## config.mk

```make
export PLATFORM = sky130hd
export DESIGN_NAME = fdiv_issue_queue
export DESIGN_NICKNAME = d
export VERILOG_FILES = /design/src/rtl/fpu_pkg.sv /design/src/rtl/fdiv_req_fifo.sv /design/src/rtl/fdiv_issue_queue.sv
export SDC_FILE = /design/constraint.sdc
export NUM_CORES = 1
export LEC_CHECK = 0
export ABC_AREA = 1
export CAP_MARGIN = 20
export CORE_UTILIZATION = 55
export CTS_CLUSTER_DIAMETER = 80
export CTS_CLUSTER_SIZE = 10
export DETAILED_ROUTE_END_ITERATION = 10
export PLACE_DENSITY = 0.79
export SYNTH_ARGS = -nofsm -noshare
export SYNTH_HDL_FRONTEND = slang
export SYNTH_SLANG_ARGS = --single-unit
```

## constraint.sdc

```tcl
create_clock -name clk -period 8.01 [get_ports clk]
set_input_delay 1.602 -clock clk [delete_from_list [all_inputs] [get_ports clk]]
set_output_delay 1.602 -clock clk [all_outputs]
set_load 0.02 [all_outputs]
```

## src/rtl/fpu_pkg.sv

```systemverilog
// Shared FPU front-end types: float32 alias, canonical quiet NaN, divide issue FSM states.
package fpu_pkg;

    typedef logic [31:0] float32_t;

    localparam float32_t FP_QNAN = 32'h7FC0_0000;

    typedef enum logic [1:0] {
        IDLE,
        WAIT,
        RESP
    } issue_state_t;

endpackage

```

## src/rtl/fdiv_req_fifo.sv

```systemverilog
// Request FIFO for the fdiv issue queue: DEPTH entries of WIDTH bits, head visible combinationally.
// Pointers carry one extra wrap bit so full and empty are told apart without a counter.
module fdiv_req_fifo #(
    parameter int unsigned DEPTH = 4,
    parameter int unsigned WIDTH = 69
) (
    input  logic             clk_i,
    input  logic             rst_ni,
    input  logic             push_i,
    input  logic [WIDTH-1:0] data_i,
    input  logic             pop_i,
    output logic [WIDTH-1:0] head_o,
    output logic             full_o,
    output logic             empty_o
);

    localparam int unsigned AW   = $clog2(DEPTH);
    localparam int unsigned PtrW = AW + 1;

    logic [WIDTH-1:0] mem_q [DEPTH];
    logic [PtrW-1:0]  wr_ptr_q, wr_ptr_d;
    logic [PtrW-1:0]  rd_ptr_q, rd_ptr_d;
    logic             push_en, pop_en;

    assign full_o  = (wr_ptr_q[AW] != rd_ptr_q[AW]) && (wr_ptr_q[AW-1:0] == rd_ptr_q[AW-1:0]);
    assign empty_o = (wr_ptr_q == rd_ptr_q);
    assign head_o  = mem_q[rd_ptr_q[AW-1:0]];

    assign push_en = push_i && !full_o;
    assign pop_en  = pop_i && !empty_o;

    // Pointer advance on accepted push/pop.
    always_comb begin
        wr_ptr_d = wr_ptr_q;
        rd_ptr_d = rd_ptr_q;
        if (push_en) wr_ptr_d = wr_ptr_q + PtrW'(1);
        if (pop_en)  rd_ptr_d = rd_ptr_q + PtrW'(1);
    end

    // Pointer registers.
    always_ff @(posedge clk_i or negedge rst_ni) begin
        if (!rst_ni) begin
            wr_ptr_q <= '0;
            rd_ptr_q <= '0;
        end else begin
            wr_ptr_q <= wr_ptr_d;
            rd_ptr_q <= rd_ptr_d;
        end
    end

    // Storage needs no reset: an entry is only read after it has been written.
    always_ff @(posedge clk_i) begin
        if (push_en) mem_q[wr_ptr_q[AW-1:0]] <= data_i;
    end

endmodule

```

## src/rtl/fdiv_issue_queue.sv

```systemverilog
// Issue queue in front of the multi-cycle fdiv unit: buffers requests, issues one at a time over
// en/done/busy, and holds each result with its tag until the consumer accepts it.
// Optional macro FDIV_ISSUE_TIMEOUT_EN adds a done-timeout that substitutes a quiet NaN result.
module fdiv_issue_queue
    import fpu_pkg::*;
#(
    parameter int unsigned DEPTH   = 4,
    parameter int unsigned TAGW    = 5,
    parameter int unsigned TIMEOUT = 31
) (
    input  logic            clk,
    input  logic            rstn,
    input  logic            req_valid,
    output logic            req_ready,
    input  logic [31:0]     req_x1,
    input  logic [31:0]     req_x2,
    input  logic [TAGW-1:0] req_tag,
    output logic            div_en,
    output logic [31:0]     div_x1,
    output logic [31:0]     div_x2,
    input  logic [31:0]     div_y,
    input  logic            div_done,
    input  logic            div_busy,
    output logic            rsp_valid,
    input  logic            rsp_ready,
    output logic [31:0]     rsp_y,
    output logic [TAGW-1:0] rsp_tag,
    output logic            err_timeout
);

    localparam int unsigned EW = 64 + TAGW;

    issue_state_t    state_q, state_d;
    float32_t        op_x1_q, op_x1_d, op_x2_q, op_x2_d;
    logic [TAGW-1:0] tag_q, tag_d;
    float32_t        rsp_y_q, rsp_y_d;
    logic [TAGW-1:0] rsp_tag_q, rsp_tag_d;

    logic [EW-1:0]   fifo_head;
    logic            fifo_full, fifo_empty;
    logic            issue, timeout_hit;
    float32_t        head_x1, head_x2;
    logic [TAGW-1:0] head_tag;

    assign head_x1  = fifo_head[EW-1 -: 32];
    assign head_x2  = fifo_head[EW-33 -: 32];
    assign head_tag = fifo_head[TAGW-1:0];

    fdiv_req_fifo #(
        .DEPTH (DEPTH),
        .WIDTH (EW)
    ) u_fifo (
        .clk_i   (clk),
        .rst_ni  (rstn),
        .push_i  (req_valid),
        .data_i  ({req_x1, req_x2, req_tag}),
        .pop_i   (issue),
        .head_o  (fifo_head),
        .full_o  (fifo_full),
        .empty_o (fifo_empty)
    );

    // Readiness comes from registered pointers only, so a full FIFO never pushes and pops at once.
    assign req_ready = !fifo_full;
    assign issue     = (state_q == IDLE) && !fifo_empty && !div_busy && !rsp_valid;
    assign div_en    = issue;
    // Head operands on the issue cycle, latched copies while the divide runs.
    assign div_x1    = issue ? head_x1 : op_x1_q;
    assign div_x2    = issue ? head_x2 : op_x2_q;
    assign rsp_valid = (state_q == RESP);
    assign rsp_y     = rsp_y_q;
    assign rsp_tag   = rsp_tag_q;

`ifdef FDIV_ISSUE_TIMEOUT_EN
    localparam int unsigned CntW = $clog2(TIMEOUT + 1);

    logic [CntW-1:0] cnt_q, cnt_d;
    logic            err_q, err_d;

    // The div_en cycle counts as elapsed cycle 0, so WAIT starts at 1 and the flag rises
    // exactly TIMEOUT cycles after div_en.
    always_comb begin
        cnt_d       = cnt_q;
        timeout_hit = (state_q == WAIT) && !div_done && (cnt_q == CntW'(TIMEOUT - 1));
        if (issue)                cnt_d = CntW'(1);
        else if (state_q == WAIT) cnt_d = cnt_q + CntW'(1);
        err_d = err_q | timeout_hit;
    end

    // Timeout counter and sticky error flag.
    always_ff @(posedge clk or negedge rstn) begin
        if (!rstn) begin
            cnt_q <= '0;
            err_q <= 1'b0;
        end else begin
            cnt_q <= cnt_d;
            err_q <= err_d;
        end
    end

    assign err_timeout = err_q;
`else
    assign timeout_hit = 1'b0;
    assign err_timeout = 1'b0;
`endif

    // Issue FSM next state plus operand, tag and response register updates.
    always_comb begin
        state_d   = state_q;
        op_x1_d   = op_x1_q;
        op_x2_d   = op_x2_q;
        tag_d     = tag_q;
        rsp_y_d   = rsp_y_q;
        rsp_tag_d = rsp_tag_q;
        unique case (state_q)
            IDLE: begin
                if (issue) begin
                    op_x1_d = head_x1;
                    op_x2_d = head_x2;
                    tag_d   = head_tag;
                    state_d = WAIT;
                end
            end
            WAIT: begin
                if (div_done) begin
                    rsp_y_d   = div_y;
                    rsp_tag_d = tag_q;
                    state_d   = RESP;
                end else if (timeout_hit) begin
                    rsp_y_d   = FP_QNAN;
                    rsp_tag_d = tag_q;
                    state_d   = RESP;
                end
            end
            RESP: begin
                if (rsp_ready) state_d = IDLE;
            end
            default: state_d = IDLE;
        endcase
    end

    // State and datapath registers; reset abandons any in-flight divide.
    always_ff @(posedge clk or negedge rstn) begin
        if (!rstn) begin
            state_q   <= IDLE;
            op_x1_q   <= '0;
            op_x2_q   <= '0;
            tag_q     <= '0;
            rsp_y_q   <= '0;
            rsp_tag_q <= '0;
        end else begin
            state_q   <= state_d;
            op_x1_q   <= op_x1_d;
            op_x2_q   <= op_x2_d;
            tag_q     <= tag_d;
            rsp_y_q   <= rsp_y_d;
            rsp_tag_q <= rsp_tag_d;
        end
    end

endmodule
```

# After elaboration in Yosys (flattened, before gate mapping)
# Memories as Yosys holds them, arrays and structs flattened.
# Cells that the tools add are included.
# W data, S select, Z words.
dict set report word_totals {
  ff_bits 114
  memories 1
  ram_bits 276
  input_bits 107
}
# name words width read_ports rd_ports_with_merged_regs write_ports line_no
set memory_table {}
lappend memory_table {u_fifo.mem_q 4 69 1 0 1 fdiv_req_fifo.sv:20} ;# logic [WIDTH-1:0] mem_q [DEPTH];
dict set report classes {
  reduce_logical 14
  mux 8
  n_eq_ne 8
  n_addsub 2
}
# cell n
set ops {}
lappend ops {{$mux W32} 2}
lappend ops {{$add A3 B1 Y3 const B} 2}
lappend ops {{$logic_and A1 B1 Y1} 6}
lappend ops {{$mux W2} 3}
lappend ops {{$pmux W2 S3} 1}
lappend ops {{$logic_not A1 Y1} 4}
lappend ops {{$ne A2 B1 Y1 const B} 2}
lappend ops {{$reduce_and A2 Y1} 2}
lappend ops {{$eq A3 B3 Y1} 1}
lappend ops {{$reduce_and A3 Y1} 1}
lappend ops {{$eq A2 B1 Y1 const B} 1}
lappend ops {{$eq A2 B2 Y1} 1}
lappend ops {{$eq A2 B2 Y1 const B} 1}
lappend ops {{$logic_not A2 Y1} 1}
lappend ops {{$mux W1} 2}
lappend ops {{$ne A2 B2 Y1 const B} 1}
lappend ops {{$ne A1 B1 Y1} 1}

# Depth between registers and ports, before layout
dict set report depth {
  depth_word 7
  mapped_depth 10
  ltp_nobuf 7
}

# Modules after synthesis
# A second synthesis with hierarchy kept.
dict set report unflattened {
  hier_cells 1271
  area_unflattened_um2 15329.7
}
# module seq_area_each_um2 n_inst cells_per_inst area_per_inst_um2
set by_module_without_submodules {}
lappend by_module_without_submodules {fdiv_req_fifo 8438.1 1 728 10664.0}
lappend by_module_without_submodules {fdiv_issue_queue 2702.6 1 543 4665.7}

# Least setup slack after synthesis
# Ideal clock, no wire load.
dict set report synth_timing {
  kind {input-to-reg}
  start {in req_valid}
  end {mem u_fifo.mem_q[0][0] (enable)}
  required_ns 7.513
  setup_slack_ns 2.868
  path_buffers 0
  t_arrival_ns 4.645
  setup_ns 0.497
  stages 2
  cell_sequence {nand2_1 -> nor2_1}
}
dict set report synth_via {
  elab_chain_len 3
}
# element line_no
set synth_rtl {}
lappend synth_rtl {{from (decl)} fdiv_issue_queue.sv:13} ;# input logic req_valid,
lappend synth_rtl {{$logic_and A1 B1 Y1} fdiv_req_fifo.sv:29} ;# assign push_en = push_i && !full_o;
lappend synth_rtl {{$mux W1} fdiv_req_fifo.sv:53} ;# if (push_en) mem_q[wr_ptr_q[AW-1:0]] <= data_i;
lappend synth_rtl {{$mux W1 (implied by the code)} fdiv_req_fifo.sv:53}
lappend synth_rtl {{to (decl)} fdiv_req_fifo.sv:20}
# Every way passes these cells.

# Worst setup path in the final report
dict set report layout_timing {
  start {reg u_fifo.rd_ptr_q[0]}
  end {out div_x2[14]}
}
dict set report layout_via {
  elab_chain_len 6
  elab_cells_between_ends 7
  classes_between {eq/ne (1); mux (1); reduce/logical (4); memory (1)}
}
# element line_no
set layout_rtl {}
lappend layout_rtl {{from (decl)} fdiv_req_fifo.sv:22} ;# logic [PtrW-1:0] rd_ptr_q, rd_ptr_d;
lappend layout_rtl {{from (signal assigned)} fdiv_req_fifo.sv:47} ;# rd_ptr_q <= rd_ptr_d;
lappend layout_rtl {{$eq A3 B3 Y1} fdiv_req_fifo.sv:26} ;# assign empty_o = (wr_ptr_q == rd_ptr_q);
lappend layout_rtl {{$logic_not A1 Y1} fdiv_issue_queue.sv:65} ;# assign issue = (state_q == IDLE) && !fifo_empty && !div_busy && !rsp_valid;
lappend layout_rtl {{$logic_and A1 B1 Y1 (3 in series)} fdiv_issue_queue.sv:65}
lappend layout_rtl {{$mux W32 (*)} -}
lappend layout_rtl {{to (decl)} fdiv_issue_queue.sv:20} ;# output logic [31:0] div_x2,
# Every way passes the cells marked *; elsewhere a longest branch is shown, timed or not.

==> run summary <==
Status: complete, no violations
Synthesized area: 16500 µm²
Number of global-route vias before repair: 11300
Max Freq: 0.156 GHz
Most common cell on crit path: nand2_1
Final Max Slew Viols: 0
Worst path required time: 6.41 ns
Synthesized net count: 1784
Post-cts sizing count: 0
Critical Path AT: 4.82 ns
Reg power frac: 37.8%
CP max FO: 74
Slew headroom: 27.8%
Initial Utilization: 56.6%
Area grow syn2layout: 21.9%
Final total power: 7.92 mW
Reg clk slew, reported paths: 0.06 ns
Root buffer cell: clkbuf_16
Clk pwr share: 22.3%
RR Startpoint: u_fifo.rd_ptr_q[0]
Post-Synth Adder-Cell Area: 0.380%
GPL Wtd Cong: 0.743
Postcts setup bufs: 0
DRT antenna net count: 0
RSZ-0062 raised after global routing: false
Final core occ: 69.0%
FF+latch count, synth: 390
Reg2Reg Depth: 7
Wire per inst: 15.6 µm
WL final: 35.5 mm
CTS buffer count: 44
Net Sw Power: 2.95 mW
Total internal power: 4.97 mW
DRC: 0
Complex-gate fraction of the synthesized area: 1.20%
Sw frac: 37.3%
Die W: 175 µm
Hold Path Depth: 2
CTS max path bufs: 3
Leakage: 9.52 nW
H-Tree Depth: 2
Worst-margin pin slew: 1.08 ns
Proportion of layout cells with a drive suffix above 1: 4.33%
I/O Buffers: 210
Mux cell area share after synthesis: 0%
Slowest stage cell, crit path: nand2_4
Logic pwr share: 39.9%
HPWL Detailed: 20.2 mm
Simple-gate share of the synthesized area: 21.0%
Crit path time final: 6.42 ns
Power density cells: 395 nW/µm²
Startpoint Class: flip-flop
Largest stage delay, worst path: 1.08 ns
Total negative slack: 0 ns
Combinational family with the most area after synthesis: simple AND/OR/NAND/NOR gates
Max-cap violation count: 0
Critical path, cell by cell: inv_4 > nand2_1 > nand2_1 > nand3_4 > nand2_4 > nand2_1 > nand2_1 > clkdlybuf4s50_1
Cell variety after synth: 21
CORE AREA: 29100 µm²
Clock sink count: 390
Syn avg cell area: 9.85 µm²
CP Class: reg2out
Chip height: 175 µm
Most common cell after layout, fill and taps aside: nand2_1
VDD IR max: 0.000273 V
Vias: 11400
Seq/Total Area, Yosys: 67.6%
First-pass GRT wire length: 56.5 mm
IO Pins: 212
Largest net degree at the start of global routing: 91
WHS Endpoint: op_x1_q[1]
Vias per cell: 5.01
Antenna violations before repair: 2
Die area: 30600 µm²
Total GRT Usage: 23.5%
Final #Nets: 1974
Critical R2R Capture: u_fifo.mem_q[0][41]
Post-route cell area: 20100 µm²
Final Cycle Share: 80.1%
Gr ovfl total: 0
Post-synthesis xor/xnor area fraction: 0.106%
R2R setup slack: 4.10 ns
Detailed Route Iter0 Violations: 869
CTS tree: done
Commonest non-fill, non-tap cells in the layout: 599 x nand2_1, 321 x inv_1, 276 x edfxtp_1
Min-Delay Path Class: reg2reg
Num rows: 62
Worst Clk Skew: 0.0102 ns
Post-synthesis cell count: 1672
CP Capture Type: output pin
Initial DRT Pass Iterations: 7
Insertion delay to the later sink of the worst-skew pair: 0.53 ns
Yosys warns: 0
Cts hold-fix bufs: 0
Final hold violations: 0
Worst Hold Launch: op_x1_q[1]
Post-DP Area: 18800 µm²
Final setup viols: 0
-- power groups by stage --
stage / Sequential, mW / Clock (mW) / Combinational [mW]
after detailed placement: 3.03 / 0 / 3.17
after CTS: 2.99 / 1.80 / 3.20
final: 2.99 / 1.77 / 3.16
after global placement: 3.01 / 0 / 3.08
after floorplan: 3.07 / 0 / 1.93
after global routing: 3.05 / 1.88 / 3.48
-- cells in the mapped netlist, drive strengths merged --
cell    instances  area [µm²]
edfxtp        276        8290
conb            1        3.75
o31ai           1        7.51
nand2         611        2320
clkbuf         29         109
buf            48         265
nand3         216        1090
o21ai          38         190
dfrtp         114        2850
nor2            5        18.8
inv           325        1220
nor3            1        16.3
ha              5        62.6
xor2            2        17.5
-- worst max-delay path: cells and delay by family (launching register included) --
family | cells | cell delay [ns]
buf+inv | 2 | 1.10
simple gates | 6 | 2.40
flops | 1 | 0.72
-- through the flow --
stage,cells,worst slack (ns),hold WS (ns)
2_1_floorplan,1672,2.87,0.437
3_3_place_gp,2199,2.18,0.449
3_5_place_dp,2200,2.15,0.454
4_1_cts,2279,1.59,0.467
5_1_grt,2280,1.25,0.477
6_report,2280,1.59,0.462
-- metal layers --
layer | vias to the layer above | part of all wire [%] | routed length [µm] | GRT usage [%]
li1 | 5589 | - | - | -
met1 | 5350 | 41 | 14500 | 29.2
met2 | 402 | 50 | 17600 | 40.6
met3 | 80 | 6.9 | 2460 | 4.90
met4 | 2 | 2.6 | 915 | 8.73
met5 | - | 0.025 | 9 | 0
-- registers in the layout, indices dropped and copies added, names as in the netlist --
signal	cells
tag_q	5
u_fifo.mem_q	276
op_x1_q	32
u_fifo.wr_ptr_q	3
op_x2_q	32
state_q	2
rsp_tag	5
u_fifo.rd_ptr_q	3
rsp_y	32
-- final cells by class --
class,count,area (µm²)
sequential,390,11100
fill,2087,9020
multi-input combinational,880,3770
timing repair buffer,221,2190
clock buffer,79,1250
inverter,325,1220
tap,384,480
antenna,1,2.50
-- kinds of logic (layout without fill, tap and decap cells) --
| kind of cell | after synthesis | in the layout |
|---|---|---|
| and+or+nand+nor | 833 | 833 |
| buffers and inverters | 402 | 625 |
| DFF | 390 | 390 |
| AOI/OAI and AO/OA | 39 | 39 |
| adders and majority gates | 5 | 5 |
| xor gates and xnor gates | 2 | 2 |
| other | 1 | 2 |
-- worst max path at each step --
stage	startpoint	to	slack, ns	depth (start not counted)
2_1_floorplan	req_valid	u_fifo.mem_q[0][0]	2.87	2
3_3_place_gp	u_fifo.rd_ptr_q[0]	div_x2[6]	2.18	8
3_5_place_dp	u_fifo.rd_ptr_q[0]	div_x2[16]	2.15	8
4_1_cts	u_fifo.rd_ptr_q[0]	div_x2[14]	1.59	8
5_1_grt	u_fifo.rd_ptr_q[0]	div_x2[27]	1.25	8
6_report	u_fifo.rd_ptr_q[0]	div_x2[14]	1.59	8
(Power assumes the default switching activity.)
